[src/rtl/bit_sel_pkg.sv]
`default_nettype none
// ============================================================================
//  Module   : bit_sel_pkg
//  Purpose  : Shared constants and state encoding for the bit-selection
//             command scheduler and its offset generator.
//  Contents : DATA_WIDTH_SUPPORTED, COMMAND_WIDTH, OFFSET_WIDTH,
//             CMD_SHIFT_BIT, sched_state_e (IDLE=0, RUN=1, DRAIN=2)
//  Revision : 1.0 - initial release
// ============================================================================
package bit_sel_pkg;

    // The selection datapath this scheduler drives is fixed at 8 input bits.
    localparam int DATA_WIDTH_SUPPORTED = 8;
    localparam int OFFSET_WIDTH         = 2;
    localparam int COMMAND_WIDTH        = OFFSET_WIDTH + 1;
    // cmd[MSB] selects shift vs. pass-through in the datapath output mux.
    localparam int CMD_SHIFT_BIT        = COMMAND_WIDTH - 1;

    typedef enum logic [1:0] {
        ST_IDLE  = 2'd0,
        ST_RUN   = 2'd1,
        ST_DRAIN = 2'd2
    } sched_state_e;

endpackage : bit_sel_pkg
`default_nettype wire

[src/rtl/bit_selection_cmd_sched_if.sv]
`default_nettype none
// ============================================================================
//  Module   : bit_selection_cmd_sched_if
//  Purpose  : Beat handshake and datapath command/return bundle of the
//             bit-selection command scheduler. Signal names are seen from
//             the scheduler (i_ = into scheduler, o_ = out of scheduler).
//  Signals  : i_valid     upstream beat valid
//             o_ready     scheduler accepts a beat
//             o_sel_en    datapath enable
//             o_sel_cmd   datapath command {shift, offset}
//             i_sel_valid datapath output-valid return
//  Modports : master - the scheduler; slave - upstream source + datapath
//  Revision : 1.0 - initial release
// ============================================================================
interface bit_selection_cmd_sched_if #(
    parameter int COMMAND_WIDTH = 3
);
    logic                     i_valid;
    logic                     o_ready;
    logic                     o_sel_en;
    logic [COMMAND_WIDTH-1:0] o_sel_cmd;
    logic                     i_sel_valid;

    modport master (
        input  i_valid,
        input  i_sel_valid,
        output o_ready,
        output o_sel_en,
        output o_sel_cmd
    );

    modport slave (
        output i_valid,
        output i_sel_valid,
        input  o_ready,
        input  o_sel_en,
        input  o_sel_cmd
    );
endinterface : bit_selection_cmd_sched_if
`default_nettype wire

[src/rtl/bit_sel_offset_gen.sv]
`default_nettype none
// ============================================================================
//  Module   : bit_sel_offset_gen
//  Purpose  : Offset register for the selection command. Loads the job base,
//             advances by the stride (wrapping modulo 2^OFFSET_WIDTH) or holds.
//  Ports    : clk, rst (sync, active-low)
//             i_clear   force offset to 0 (job end)
//             i_load    load i_base (job start)
//             i_advance add i_stride
//             o_offset  current offset
//  Revision : 1.0 - initial release
// ============================================================================
module bit_sel_offset_gen
    import bit_sel_pkg::*;
#(
    parameter int OFFSET_WIDTH = 2
) (
    input  wire logic                    clk,
    input  wire logic                    rst,
    input  wire logic                    i_clear,
    input  wire logic                    i_load,
    input  wire logic [OFFSET_WIDTH-1:0] i_base,
    input  wire logic                    i_advance,
    input  wire logic [OFFSET_WIDTH-1:0] i_stride,
    output logic      [OFFSET_WIDTH-1:0] o_offset
);

    logic [OFFSET_WIDTH-1:0] r_offset;

    // Sum is truncated to OFFSET_WIDTH bits, which is the modulo wrap.
    always_ff @(posedge clk) begin
        if (!rst) begin
            r_offset <= '0;
        end else if (i_clear) begin
            r_offset <= '0;
        end else if (i_load) begin
            r_offset <= i_base;
        end else if (i_advance) begin
            r_offset <= r_offset + i_stride;
        end
    end

    assign o_offset = r_offset;

endmodule : bit_sel_offset_gen
`default_nettype wire

[src/rtl/bit_selection_cmd_sched.sv]
`default_nettype none
// ============================================================================
//  Module   : bit_selection_cmd_sched
//  Purpose  : Sequences en/cmd of one 8-to-4 bit-selection stage over a job
//             of i_cfg_len beats, counts datapath returns and pulses o_done
//             once the job has drained.
//  Ports    : clk, rst (sync, active-low)
//             i_start, i_cfg_shift/base/stride/len   job start + config
//             bus (master)  beat handshake, datapath en/cmd, return valid
//             o_busy  RUN or DRAIN;  o_done  completion pulse
//             o_err   sticky spurious-return flag
//  Revision : 1.0 - initial release
// ============================================================================
module bit_selection_cmd_sched
    import bit_sel_pkg::*;
#(
    parameter int DATA_WIDTH    = 8,
    parameter int COMMAND_WIDTH = 3,
    parameter int OFFSET_WIDTH  = 2,
    parameter int COUNT_WIDTH   = 8
) (
    input  wire logic                    clk,
    input  wire logic                    rst,
    input  wire logic                    i_start,
    input  wire logic                    i_cfg_shift,
    input  wire logic [OFFSET_WIDTH-1:0] i_cfg_base,
    input  wire logic [OFFSET_WIDTH-1:0] i_cfg_stride,
    input  wire logic [COUNT_WIDTH-1:0]  i_cfg_len,
    bit_selection_cmd_sched_if.master    bus,
    output logic                         o_busy,
    output logic                         o_done,
    output logic                         o_err
);

    generate
        if (DATA_WIDTH != DATA_WIDTH_SUPPORTED || COMMAND_WIDTH != OFFSET_WIDTH + 1) begin : g_param_check
            $error("bit_selection_cmd_sched: unsupported DATA_WIDTH/COMMAND_WIDTH");
        end
    endgenerate

    // ------------------------------------------------------------------
    // State and registered outputs
    // ------------------------------------------------------------------
    sched_state_e            r_state,    w_state_nxt;
    logic [COUNT_WIDTH-1:0]  r_issued,   w_issued_nxt;
    logic [COUNT_WIDTH-1:0]  r_returned, w_returned_nxt;
    logic [COUNT_WIDTH-1:0]  r_len,      w_len_nxt;
    logic [OFFSET_WIDTH-1:0] r_stride,   w_stride_nxt;
    logic                    r_shift,    w_shift_nxt;
    logic                    r_ready,    w_ready_nxt;
    logic                    r_sel_en,   w_sel_en_nxt;
    logic                    r_busy,     w_busy_nxt;
    logic                    r_done,     w_done_nxt;
    logic                    r_err,      w_err_nxt;

    logic                    w_off_clear;
    logic                    w_off_load;
    logic                    w_off_adv;
    logic [OFFSET_WIDTH-1:0] w_offset;

    logic w_hs;
    logic w_start;
    logic w_ret_ok;
    logic w_last_issue;
    logic w_last_return;

    assign w_hs          = bus.i_valid & r_ready;
    assign w_start       = i_start & (r_state == ST_IDLE);
    // A return is legitimate only while a job is active and something is in
    // flight; the issue happening in this same cycle cannot yet have a return.
    assign w_ret_ok      = bus.i_sel_valid & (r_state != ST_IDLE) & (r_returned < r_issued);
    assign w_last_issue  = w_hs & ((r_issued + COUNT_WIDTH'(1)) == r_len);
    assign w_last_return = w_ret_ok & ((r_returned + COUNT_WIDTH'(1)) == r_len);

    always_comb begin
        w_state_nxt    = r_state;
        w_issued_nxt   = r_issued;
        w_returned_nxt = r_returned;
        w_len_nxt      = r_len;
        w_stride_nxt   = r_stride;
        w_shift_nxt    = r_shift;
        w_done_nxt     = 1'b0;
        w_err_nxt      = r_err;
        w_off_clear    = 1'b0;
        w_off_load     = 1'b0;
        w_off_adv      = 1'b0;

        case (r_state)
            ST_IDLE: begin
                if (w_start) begin
                    w_len_nxt      = i_cfg_len;
                    w_stride_nxt   = i_cfg_stride;
                    w_issued_nxt   = '0;
                    w_returned_nxt = '0;
                    w_err_nxt      = 1'b0;
                    if (i_cfg_len != '0) begin
                        w_state_nxt = ST_RUN;
                        w_shift_nxt = i_cfg_shift;
                        w_off_load  = 1'b1;
                    end else begin
                        w_done_nxt  = 1'b1;
                    end
                end
            end
            ST_RUN: begin
                if (w_hs) begin
                    w_issued_nxt = r_issued + COUNT_WIDTH'(1);
                    // Last offset is held through DRAIN rather than advanced.
                    if (w_last_issue) begin
                        w_state_nxt = ST_DRAIN;
                    end else begin
                        w_off_adv   = 1'b1;
                    end
                end
            end
            ST_DRAIN: begin
            end
            default: begin
                w_state_nxt = ST_IDLE;
            end
        endcase

        if (w_ret_ok) begin
            w_returned_nxt = r_returned + COUNT_WIDTH'(1);
            if (w_last_return) begin
                w_state_nxt = ST_IDLE;
                w_done_nxt  = 1'b1;
                w_shift_nxt = 1'b0;
                w_off_clear = 1'b1;
            end
        end

        if (bus.i_sel_valid && !w_ret_ok) begin
            w_err_nxt = 1'b1;
        end

        w_ready_nxt  = (w_state_nxt == ST_RUN);
        w_sel_en_nxt = (w_state_nxt == ST_RUN);
        w_busy_nxt   = (w_state_nxt != ST_IDLE);
    end

    always_ff @(posedge clk) begin
        if (!rst) begin
            r_state    <= ST_IDLE;
            r_issued   <= '0;
            r_returned <= '0;
            r_len      <= '0;
            r_stride   <= '0;
            r_shift    <= 1'b0;
            r_ready    <= 1'b0;
            r_sel_en   <= 1'b0;
            r_busy     <= 1'b0;
            r_done     <= 1'b0;
            r_err      <= 1'b0;
        end else begin
            r_state    <= w_state_nxt;
            r_issued   <= w_issued_nxt;
            r_returned <= w_returned_nxt;
            r_len      <= w_len_nxt;
            r_stride   <= w_stride_nxt;
            r_shift    <= w_shift_nxt;
            r_ready    <= w_ready_nxt;
            r_sel_en   <= w_sel_en_nxt;
            r_busy     <= w_busy_nxt;
            r_done     <= w_done_nxt;
            r_err      <= w_err_nxt;
        end
    end

    bit_sel_offset_gen #(
        .OFFSET_WIDTH (OFFSET_WIDTH)
    ) u_offset_gen (
        .clk       (clk),
        .rst       (rst),
        .i_clear   (w_off_clear),
        .i_load    (w_off_load),
        .i_base    (i_cfg_base),
        .i_advance (w_off_adv),
        .i_stride  (r_stride),
        .o_offset  (w_offset)
    );

    // Shift bit is a job-long register: the datapath output mux reads it
    // combinationally, so it must stay valid until the last return.
    assign bus.o_ready   = r_ready;
    assign bus.o_sel_en  = r_sel_en;
    assign bus.o_sel_cmd = {r_shift, w_offset};
    assign o_busy        = r_busy;
    assign o_done        = r_done;
    assign o_err         = r_err;

endmodule : bit_selection_cmd_sched
`default_nettype wire
[src/flat_wrapper.sv]
// flat-port wrapper written by rule: the top's interface ports become plain ports
module bit_selection_cmd_sched_flat import bit_sel_pkg::*;
#(
    parameter int DATA_WIDTH    = 8,
    parameter int COMMAND_WIDTH = 3,
    parameter int OFFSET_WIDTH  = 2,
    parameter int COUNT_WIDTH   = 8
)
  (clk, rst, i_start, i_cfg_shift, i_cfg_base, i_cfg_stride, i_cfg_len, o_busy, o_done, o_err, bus_i_valid, bus_i_sel_valid, bus_o_ready, bus_o_sel_en, bus_o_sel_cmd);
  bit_selection_cmd_sched_if #(.COMMAND_WIDTH(COMMAND_WIDTH)) bus_i ();
  input  wire logic clk;
  input  wire logic rst;
  input  wire logic i_start;
  input  wire logic i_cfg_shift;
  input  wire logic [OFFSET_WIDTH-1:0] i_cfg_base;
  input  wire logic [OFFSET_WIDTH-1:0] i_cfg_stride;
  input  wire logic [COUNT_WIDTH-1:0] i_cfg_len;
  output logic o_busy;
  output logic o_done;
  output logic o_err;
  input wire logic [$bits(bus_i.i_valid)-1:0] bus_i_valid;
  input wire logic [$bits(bus_i.i_sel_valid)-1:0] bus_i_sel_valid;
  output wire logic [$bits(bus_i.o_ready)-1:0] bus_o_ready;
  output wire logic [$bits(bus_i.o_sel_en)-1:0] bus_o_sel_en;
  output wire logic [$bits(bus_i.o_sel_cmd)-1:0] bus_o_sel_cmd;
  assign bus_i.i_valid = bus_i_valid;
  assign bus_i.i_sel_valid = bus_i_sel_valid;
  assign bus_o_ready = bus_i.o_ready;
  assign bus_o_sel_en = bus_i.o_sel_en;
  assign bus_o_sel_cmd = bus_i.o_sel_cmd;
  bit_selection_cmd_sched #(.DATA_WIDTH(DATA_WIDTH), .COMMAND_WIDTH(COMMAND_WIDTH), .OFFSET_WIDTH(OFFSET_WIDTH), .COUNT_WIDTH(COUNT_WIDTH)) u_core (.clk(clk), .rst(rst), .i_start(i_start), .i_cfg_shift(i_cfg_shift), .i_cfg_base(i_cfg_base), .i_cfg_stride(i_cfg_stride), .i_cfg_len(i_cfg_len), .bus(bus_i), .o_busy(o_busy), .o_done(o_done), .o_err(o_err));
endmodule
[config.mk]
export PLATFORM = sky130hd
export DESIGN_NAME = bit_selection_cmd_sched_flat
export DESIGN_NICKNAME = d
export VERILOG_FILES = /design/src/rtl/bit_sel_pkg.sv /design/src/rtl/bit_selection_cmd_sched_if.sv /design/src/rtl/bit_sel_offset_gen.sv /design/src/rtl/bit_selection_cmd_sched.sv /design/src/flat_wrapper.sv
export SDC_FILE = /design/constraint.sdc
export NUM_CORES = 1
export LEC_CHECK = 0
export BUFFER_PORTS_ARGS = -buffer_cell sky130_fd_sc_hd__buf_2
export CAP_MARGIN = 20
export CORE_MARGIN = 2
export CORE_UTILIZATION = 55
export CTS_CLUSTER_DIAMETER = 60
export CTS_CLUSTER_SIZE = 16
export DETAILED_ROUTE_END_ITERATION = 10
export PLACE_DENSITY = 0.85
export SETUP_SLACK_MARGIN = 0.2
export SKIP_LAST_GASP = 1
export SYNTH_ARGS = -nofsm -noshare
export SYNTH_HDL_FRONTEND = slang
export SYNTH_SLANG_ARGS = --single-unit
[constraint.sdc]
create_clock -name clk -period 3 [get_ports clk]
set_clock_uncertainty 0.15 [all_clocks]
set_input_delay 0.45 -clock clk [delete_from_list [all_inputs] [get_ports clk]]
set_output_delay 0.45 -clock clk [all_outputs]
set_load 0.05 [all_outputs]
==> summary.log <==
INFO  grt            number_of_global_route_vias_before_repair=1907
INFO  clocking       cts.path.max_buffers=2
INFO  route          antenna_violating_nets_post_route=0
INFO  clocking       cts_setup_buffers=0
INFO  setup_path     standard_cell_with_the_maximum_stage_delay_on_the_critical_path=a31oi_1
INFO  setup_path     end_kind=flop
INFO  power          power_density=410mW/mm2
INFO  synthesis      synthesis.nets=315
INFO  clocking       clkSlewWorstSetupHoldPaths=70ps
INFO  route          routed_wire_length=5410um
INFO  setup_path     worstSetupStartpointType=flop
INFO  synthesis      most_frequent_cells_after_synthesis=42 x nand2_1, 35 x dfxtp_1, 25 x a21oi_1
INFO  setup_path     timing.critical_path.fanout_max=10
INFO  route          detail_route.vias_per_cell=5.97
INFO  setup_path     crit-reg2reg-capture=u_core.r_state[1]$_SDFF_PN0_
INFO  placed_design  gp_routability_congestion=0.871
INFO  sta            finalSetupViolations=0
INFO  setup_path     worst-setup-path-type=flop to flop
INFO  grt            total_track_usage=25.0%
INFO  synthesis      synth-seq-area-share=31.7%
INFO  synthesis      synth-warning-count=0
INFO  sta            setup_total_negative_slack=0ps
INFO  sta            min_period=2510ps
INFO  sta            report.final.hold_viol_count=0
INFO  power          total_leakage_power=0.972nW
INFO  run_status     run_status=finished, final reports clean
INFO  floorplan      dieArea=0.00455mm2
INFO  clocking       clock_latency=290ps
INFO  synthesis      synth_top_area_cell=dfxtp_1
INFO  floorplan      die_h=67.4um
INFO  sta            maximum_clock_frequency=0.399GHz
INFO  sta            worstMarginPinSlew=671ps
INFO  floorplan      design.portCount=26
INFO  setup_path     cp_data_required_time=3070ps
INFO  synthesis      netlist-cell-type-count=48
INFO  route          detailroute.via_count=2120
INFO  sta            slew_viol_final=0
INFO  setup_path     critical_path.startpoint=u_core.r_issued[5]$_SDFFE_PN0P_
INFO  synthesis      postSynthRegisterBits=35
INFO  grt            wire_length_of_the_first_global_routing_pass=8630um
INFO  clocking       tritoncts.num_buffers=5
INFO  synthesis      netlist_instances=287
INFO  setup_path     timing.critical_path.cells=inv_1, ha_1, a21o_1, a21oi_1, o21ai_0, a21oi_2, buf_4, a31oi_1, a21boi_1
INFO  floorplan      design.core.area=0.00394mm2
INFO  placed_design  post-dp-hpwl=3900um
INFO  synthesis      synth_top_cells_by_area=dfxtp_1 32%, nand2_1 7.1%, xnor2_1 6.3%
INFO  hold_path      worst_hold_path_type=input pin to flop
INFO  floorplan      rows=23
INFO  synthesis      dominantRegCellSynth=dfxtp_1
INFO  sta            period_share=83.6%
INFO  route          dr.pass1.iters=5
INFO  finish         synthToLayoutAreaGrowth=9.62%
INFO  route          avgRoutedWirePerCell=15.2um
INFO  setup_path     worstSetupEndpoint=u_core.r_state[1]$_SDFF_PN0_
INFO  synthesis      synth.avg_cell_area=7.71um2
INFO  finish         final_net_count=332
INFO  synthesis      post-synth-top-area-fraction=31.7%
INFO  route          initialDrtViolationCount=99
INFO  synthesis      synth_async_sr_flop_share=0%
INFO  flow_run       timing.max_cap.violations=0
INFO  setup_path     crit_path_max_incr_delay=480ps
INFO  route          drcViolationCount=0
INFO  grt            largest_net_degree_at_the_start_of_global_routing=30
INFO  finish         filler_cell_count=337
INFO  floorplan      die_x=67.4um
INFO  finish         layout-drive-gt1-share=14.8%
INFO  power          ir_worst_vdd=0.000396V
INFO  synthesis      most_frequent_cell_after_synthesis=nand2_1
INFO  setup_path     r2r_slack=490ps
INFO  clocking       clk_root_buffer_cell=clkbuf_8
INFO  clocking       clock_tree.htree_level_count=2
INFO  clocking       cts.repair.resized=0
INFO  clocking       clock_tree_from_tritoncts=yes
INFO  setup_path     r2r_start=u_core.r_issued[5]$_SDFFE_PN0P_
INFO  sta            worst_slew_margin_rel=54.8%
INFO  sta            setup_repair_after_global_routing_missed_its_margin=false
INFO  clocking       numClockSinks=35
INFO  synthesis      synth-edff-count=0
INFO  hold_path      min_from=i_cfg_stride[0]
INFO  floorplan      floorplan.initialDensity=56.1%
INFO  setup_path     r2r_cells=9
INFO  hold_path      worst_hold_path.num_cells=3
INFO  clocking       cts.hold.buffers_added=0
INFO  power          design_power_total=0.995mW
INFO  grt            antenna_violations_before_repair=0
INFO  setup_path     crit_arrival=2570ps
INFO  finish         antenna_cells_inserted=0
INFO  placed_design  port_buffers=25
INFO  grt            grt_overflow=0
INFO  synthesis      synthesis.area=0.00221mm2
## per-stage QoR
stage	instance area (um2)	setup slack (ps)	hold WS, ps	utilization (%)	cells
after detailed placement	2340	561	303	59.4	347
after CTS	2420	539	243	61.5	355
after floorplan	2210	772	285	-	287
after global placement	2340	575	290	59.4	347
final	2420	492	244	61.5	355
after global routing	2420	341	261	61.5	355
## cells in the final DEF (no fill, tap or decap), drive strengths merged, types with 2 or more instances in the layout
cell     n
or3      4
nor2    18
nor4     3
nand3   19
nand2b   4
a21oi   27
a21boi   3
o21ai   14
xor2     7
and3     4
nor3b    2
o211ai   2
clkbuf   7
nor2b    3
a41oi    2
buf     28
o31a     2
nand2   42
and2     7
a21o     3
dfxtp   35
a31oi    6
and4     5
nor3     5
xnor2   16
o211a    2
ha      10
nand4    3
inv     11
## registers in the layout, summed over array words and instances, names as in the netlist
signal and flops:
u_core.bus.o_ready 1, u_core.o_busy 1, u_core.o_done 1, u_core.o_err 1
u_core.r_issued 8, u_core.r_len 8, u_core.r_returned 8, u_core.r_shift 1
u_core.r_state 2, u_core.r_stride 2, u_core.u_offset_gen.o_offset 2
## final cells by class
| cell class | count | area [um2] | area share, % |
|---|---|---|---|
| clock inverter | 1 | 5.00 | 0.206 |
| sequential | 35 | 701 | 28.9 |
| clock buffer | 7 | 76.3 | 3.15 |
| multi-input combinational | 223 | 1390 | 57.4 |
| inverter | 11 | 41.3 | 1.70 |
| tap | 50 | 62.6 | 2.58 |
| timing repair buffer | 28 | 148 | 6.09 |
## report_power, final
part / switching (mW) / internal (mW) / leakage (nW) / total, mW
Clock: 0.172 / 0.163 / 0.0422 / 0.335
Combinational: 0.104 / 0.0558 / 0.644 / 0.159
Sequential: 0.0188 / 0.481 / 0.285 / 0.500
## worst min-delay path by stage
stage	end	slack (ps)
5_1_grt	u_core.r_stride[1]$_SDFFE_PN0P_	260
2_1_floorplan	u_core.r_shift$_SDFF_PN0_	290
3_5_place_dp	u_core.r_stride[0]$_SDFFE_PN0P_	300
6_report	u_core.r_stride[0]$_SDFFE_PN0P_	240
3_3_place_gp	u_core.r_shift$_SDFF_PN0_	290
4_1_cts	u_core.r_stride[0]$_SDFFE_PN0P_	240
## kinds of logic after synthesis
kind of cell | Yosys count | synth area share [%]
xor+xnor | 23 | 9.11
fa+ha+maj | 10 | 5.66
buf+inv | 29 | 5.43
compound gates | 69 | 19.9
simple gates | 121 | 28.2
flops | 35 | 31.7
## metal layers
layer	wire, um	GRT usage, %
met5	0	0
met4	113	11.0
met3	398	5.00
met2	2590	41.2
met1	2310	31.7
## worst max-delay path: cells and delay by family, from the launching register on
kind	cells	cell delay, ps
AO/OA/AOI/OAI	6	1300
adder cells (fa/ha/maj)	1	300
flip-flops	1	430
buffers and inverters	2	260
Note: power is estimated with default switching activity, not from simulation.
